<file path="config.mk">
export PLATFORM = sky130hd
export DESIGN_NAME = lc3_mem_loader
export DESIGN_NICKNAME = d
export VERILOG_FILES = /design/src/rtl/lc3_mem_loader.sv
export SDC_FILE = /design/constraint.sdc
export NUM_CORES = 1
export LEC_CHECK = 0
export ABC_AREA = 1
export CORE_UTILIZATION = 40
export CTS_CLUSTER_SIZE = 24
export DETAILED_ROUTE_END_ITERATION = 10
export PLACE_DENSITY = 0.75
export SYNTH_ARGS = -nofsm -noshare
export SYNTH_HDL_FRONTEND = slang
export SYNTH_SLANG_ARGS = --single-unit
</file>
<file path="constraint.sdc">
create_clock -name clk -period 2.16 [get_ports clk]
set_clock_uncertainty 0.05 [all_clocks]
set_input_delay 0.216 -clock clk [delete_from_list [all_inputs] [get_ports clk]]
set_output_delay 0.216 -clock clk [all_outputs]
set_load 0.01 [all_outputs]
</file>
<file path="src/rtl/lc3_mem_loader.sv">
// LC-3 program loader: streams words into memory over a valid/ready handshake and holds the CPU in reset until done.
// Define LC3_LOADER_VERIFY_EN to add a read-back checksum pass before the CPU is released.
module lc3_mem_loader #(
  parameter int ADDR_W = 16,
  parameter int DATA_W = 16
) (
  input  logic              clk,
  input  logic              reset,
  input  logic              start,
  input  logic [ADDR_W-1:0] base_addr,
  input  logic [15:0]       length,
  input  logic              load_valid,
  input  logic [DATA_W-1:0] load_data,
  output logic              load_ready,
  input  logic [DATA_W-1:0] memOut,
  output logic [ADDR_W-1:0] mar,
  output logic [DATA_W-1:0] mdr,
  output logic              memwe,
  output logic              cpu_reset,
  output logic              busy,
  output logic              done,
  output logic              error
);

  // state  | meaning
  // IDLE   | waiting for start, CPU held in reset
  // WRITE  | accepting words, one memory write per handshake
  // DRAIN  | final write on the bus
  // VERIFY | reading the image back and summing it
  // DONE   | image loaded, CPU released
  // ERROR  | checksum mismatch, CPU stays in reset
  typedef enum logic [2:0] {
    IDLE   = 3'd0,
    WRITE  = 3'd1,
    DRAIN  = 3'd2,
    VERIFY = 3'd3,
    DONE   = 3'd4,
    ERROR  = 3'd5
  } state_t;

  state_t            state_q, state_d;
  logic [ADDR_W-1:0] addr_q;
  logic [15:0]       remaining_q;
  logic [15:0]       sum_q;
  logic              handshake;

`ifdef LC3_LOADER_VERIFY_EN
  logic [ADDR_W-1:0] base_q;
  logic [15:0]       len_q;
  logic [16:0]       vidx_q;
  logic [15:0]       rsum_q;
`else
  logic              unused_mem;
  assign unused_mem = ^memOut;
`endif

  assign load_ready = (state_q == WRITE) && (remaining_q != 16'd0);
  assign handshake  = load_valid && load_ready;
  assign done       = (state_q == DONE);
  assign busy       = (state_q == WRITE) || (state_q == DRAIN) || (state_q == VERIFY);
  assign cpu_reset  = (state_q != DONE);
`ifdef LC3_LOADER_VERIFY_EN
  assign error      = (state_q == ERROR);
`else
  assign error      = 1'b0;
`endif

  always_ff @(posedge clk) begin
    if (reset) state_q <= IDLE;
    else       state_q <= state_d;
  end

  always_comb begin
    state_d = state_q;
    case (state_q)
      IDLE, DONE, ERROR: begin
        if (start) state_d = (length != 16'd0) ? WRITE : DONE;
      end
      WRITE: begin
        if (handshake && remaining_q == 16'd1) state_d = DRAIN;
      end
`ifdef LC3_LOADER_VERIFY_EN
      DRAIN: state_d = VERIFY;
      // Last cycle of the pass: rsum has absorbed the final read data.
      VERIFY: begin
        if (vidx_q == {1'b0, len_q} + 17'd1) state_d = (rsum_q == sum_q) ? DONE : ERROR;
      end
`else
      DRAIN: state_d = DONE;
`endif
      default: state_d = IDLE;
    endcase
  end

  always_ff @(posedge clk) begin
    if (reset) begin
      mar         <= '0;
      mdr         <= '0;
      memwe       <= 1'b0;
      addr_q      <= '0;
      remaining_q <= '0;
      sum_q       <= '0;
`ifdef LC3_LOADER_VERIFY_EN
      base_q      <= '0;
      len_q       <= '0;
      vidx_q      <= '0;
      rsum_q      <= '0;
`endif
    end else begin
      memwe <= 1'b0;
      case (state_q)
        IDLE, DONE, ERROR: begin
          if (start) begin
            addr_q      <= base_addr;
            remaining_q <= length;
            sum_q       <= '0;
`ifdef LC3_LOADER_VERIFY_EN
            base_q      <= base_addr;
            len_q       <= length;
            rsum_q      <= '0;
`endif
          end
        end
        WRITE: begin
          if (handshake) begin
            mar         <= addr_q;
            mdr         <= load_data;
            memwe       <= 1'b1;
            addr_q      <= addr_q + ADDR_W'(1);
            remaining_q <= remaining_q - 16'd1;
            sum_q       <= sum_q + 16'(load_data);
          end
        end
`ifdef LC3_LOADER_VERIFY_EN
        DRAIN: begin
          mar    <= base_q;
          vidx_q <= '0;
          rsum_q <= '0;
        end
        // memOut lags mar by one cycle, so data for read i arrives at vidx i+1.
        VERIFY: begin
          mar    <= mar + ADDR_W'(1);
          vidx_q <= vidx_q + 17'd1;
          if (vidx_q != 17'd0 && vidx_q <= {1'b0, len_q})
            rsum_q <= rsum_q + 16'(memOut);
        end
`endif
        default: ;
      endcase
    end
  end

endmodule

</file>
==> out/results.md <==
| Stage | Metric | Reported |
|---|---|---|
| status | Result of the run | complete, no violations |
| setup path | Worst Setup Path Type | flop to output pin |
| setup path | WP data arrival | 1.79 ns |
| logic synthesis | Synthesized area per cell | 5.98 um^2 |
| route | Final WL | 10.5 mm |
| grt | Total track usage | 21.2% |
| run | MaxCap Viol Count | 0 |
| setup path | Required @ worst endpoint | 1.89 ns |
| setup path | Maximum fanout count along the critical path | 5 |
| hold path | Origin of the worst min-delay path | load_data[11] |
| logic synthesis | Total nets after synthesis | 723 |
| floorplan | Row Count | 35 |
| route | Mean number of vias per cell | 4.88 |
| logic synthesis | #FFs+latches synth | 68 |
| floorplan | Starting utilization of the core area | 41.8% |
| setup path | Crit-path leading delay family | flip-flops |
| timing | Final Hold Fails | 0 |
| hold path | Tightest Hold Check Type | primary input to flop |
| layout | Share of cells above drive strength 1 | 6.11% |
| route | Number of iterations in the first detailed-routing pass | 4 |
| logic synthesis | Yosys warning total | 0 |
| timing | Count of endpoints failing setup in the final report | 0 |
| setup path | Worst path buffer plus inverter count | 2 |
| route | Residual DRC | 0 |
| grt | Largest net degree at the start of global routing | 43 |
| floorplan | Die span in y | 101 um |
| placement | Number of I/O port buffers | 88 |
| logic synthesis | Count of distinct cell types in the synthesized netlist | 27 |
| logic synthesis | Number of cells produced by synthesis | 652 |
| route | Via count | 4222 |
| logic synthesis | Commonest cells in the synthesized netlist | 221 x nand2_1, 122 x nor2_1, 83 x nand3_1 |
| setup path | Critical path startpoint category | flop |
| grt | Total overflow reported by the global router | 0 |
| cts | Postcts setup bufs | 0 |
| logic synthesis | Share of synthesized flip-flops with an asynchronous set or reset | 0% |
| cts | Clk sinks | 68 |
| logic synthesis | Post-synth EDFFs | 0 |
| route | Wire per inst | 12.1 um |
| cts | Hold_buf cts | 0 |
| setup path | Minimum setup slack among reg-to-reg paths | 0.19 ns |
| setup path | Worst reg-to-reg path cell count | 11 |
| logic synthesis | Synth Flop Type | dfxtp_1 |
| grt | Wire length of the first global-routing pass | 17.3 mm |
| floorplan | Floorplan core area | 9330 um^2 |
| setup path | Worst path slowest cell | dfxtp_1 |
| cts | Root buffer cell | clkbuf_8 |
| route | DRT antenna net count | 0 |
| setup path | Biggest cell delay along the critical path | 0.38 ns |
| layout | Area growth from synthesis to layout | 29.2% |
| cts | Clock buffer depth | 2 |
| timing | Unrepaired setup endpoints after global routing | false |
| hold path | Sink of the worst hold path | mdr[11] |
| setup path | Ordered list of cells on the worst path | inv_1 -> ha_1 -> nand2_2 -> nor2_4 -> a21oi_2 -> dlygate4sd2_1 |
| hold path | Worst Hold Path Cells | 3 |
| cts | Worst-Skew Late Latency | 0.35 ns |
| route | Top layer used by detailed routing | met4 |
| logic synthesis | Count leader, synth | nand2_1 |
| route | Routed met2 length | 5.00 mm |
| timing | Transition at the pin with the smallest max-transition slack | 0.541 ns |
| layout | Final-stage net count | 803 |
| floorplan | Die Span X | 101 um |
| route | Detailed Route Iter0 Violations | 204 |
| logic synthesis | Cell types occupying the most area after synthesis | dfxtp_1 35%, nand2_1 21%, nor2_1 12% |
| timing | Max-slew violation count | 0 |
| logic synthesis | Post-synthesis cell type with the largest combined area | dfxtp_1 |
| setup path | Critical Path End Type | output pin |
| timing | Final critical-path required period | 2.06 ns |
| logic synthesis | Fraction of the yosys area taken by sequential cells | 34.9% |
| grt | Vias in the first global route | 4042 |
| cts | Number of H-tree levels | 3 |
| logic synthesis | Cell Area, Synth | 3900 um^2 |
| cts | CTS Buf Count | 9 |
| floorplan | Area of the die | 10100 um^2 |
| placement | HPWL after DPL | 7.27 mm |
| logic synthesis | Share of Yosys cell area claimed by the top area cell type | 34.9% |
| timing | Achievable frequency | 0.486 GHz |
| setup path | Total stage count of the critical path | 6 |
| floorplan | Num ports | 106 |
| grt | Initial antenna violation count | 0 |
| placement | Gp weighted congestion | 0.861 |
| route | Routed length on met3 | 635 um |
| setup path | Critical R2R Capture | addr_q[9] |
| timing | Slew margin rel. | 63.7% |
| power and ir drop | Leak Pwr | 2.19 nW |
| power and ir drop | Overall power of the completed layout | 6.10 mW |
| power and ir drop | Ratio of total power to cell area | 1210 nW/um^2 |
| layout | Total inserted antenna cells | 0 |
| cts | Clock-pin slew of the registers on the worst-case setup and hold paths | 0.08 ns |
| setup path | Origin of the critical flop-to-flop path | remaining_q[0] |
| route | Routed metal-1 wirelength | 4.70 mm |
| timing | Final worst path period share | 95.3% |
| timing | Total Neg Setup Slack | 0 ns |
| power and ir drop | Worst vdd rail ir drop | 0.529 mV |
| cts | Clock tree from TritonCTS | done |
[placed cells by master, fill, tap and decap left out]
master           synthesis  layout
nor2_2                   3       3
dlygate4sd2_1            0       1
inv_6                    0       2
clkinv_2                 1       3
nand3_4                  1       1
nor2_1                 122     122
inv_2                    1       1
nor3_1                   2       2
clkinv_1                 1       1
nand2_2                  2       2
clkinvlp_4               0       2
a21oi_2                  1       1
dfxtp_1                 68      68
xnor2_1                  1       1
o21ai_0                 17      17
inv_1                   43      43
clkbuf_8                 0       9
a21oi_1                 38      38
nand2_1                221     221
nor2_4                   2       2
clkdlybuf4s50_1          0      87
nand4_1                  4       4
ha_1                     3       3
nand3_1                 83      83
or2_2                    2       2
a21boi_2                 0       1
clkinv_4                 0       1
conb_1                   1       1
buf_4                    2      13
nand2_4                  2       2
[per-layer routing]
layer  global-route usage, %  vias up
met1                    24.6     1875
met5                       0        -
met3                    4.72       14
met4                    8.25        0
met2                    37.9      133
li1                        -     2200
[flip-flops by register name, summed over array words and instances, names as in the netlist]
name / count
remaining_q: 16
state_q: 3
mar: 16
addr_q: 16
memwe: 1
mdr: 16
[where the power goes]
group	internal, mW	switching [mW]	leakage (nW)
registers	1.63	0.418	0.558
clock network	0.422	0.535	0.0860
logic	1.16	1.94	1.55
[worst min-delay path, stage by stage]
cell and delay [ns]:
clkdlybuf4s50_1 0.40, nand3_1 0.08, a21oi_1 0.05
[timing repair]
item / 4_1_cts / 5_1_grt
endpoints found under the setup margin: 1 / 11
pin swaps: 0 / 0
gates cloned: 0 / 0
resized for setup: 1 / 1
[how the worst max path moves through the flow]
stage	from	slack, ns	to
2_1_floorplan	remaining_q[0]	0.50	addr_q[11]
3_3_place_gp	start	0.06	addr_q[6]
3_5_place_dp	remaining_q[0]	0.05	addr_q[2]
4_1_cts	remaining_q[0]	0.001	addr_q[2]
5_1_grt	remaining_q[0]	0.002	load_ready
6_report	remaining_q[0]	0.10	load_ready
[layout make-up]
| cell class | instances | area [um^2] |
|---|---|---|
| clock inverters | 7 | 51.3 |
| flip-flops and latches | 68 | 1360 |
| inverters | 46 | 174 |
| repair buffers | 101 | 977 |
| fillers | 944 | 4290 |
| multi-input cells | 506 | 2190 |
| clock buffers | 9 | 124 |
| well taps | 129 | 161 |
[cell families (layout without fill, tap and decap cells)]
family	count (synthesis)	count (layout)	share of synthesized area, %
other cells	1	1	0.0962
flops	68	68	34.9
xor+xnor	1	1	0.225
fa+ha+maj	3	3	0.963
simple gates	444	444	47.3
buf+inv	78	163	9.02
compound gates	57	57	7.48
[stage by stage]
stage	instance area (um^2)	utilization, %	cells	hold slack, ns	setup slack [ns]
after floorplan	3900	-	652	0.326	0.504
after global placement	4860	52.1	850	0.401	0.0587
after detailed placement	4860	52.1	850	0.405	0.0518
after CTS	5030	54.0	866	0.376	0.00115
after global routing	5040	54.0	866	0.393	0.00235
final	5040	54.0	866	0.388	0.101
No activity file was read; power rests on OpenSTA's default activity.
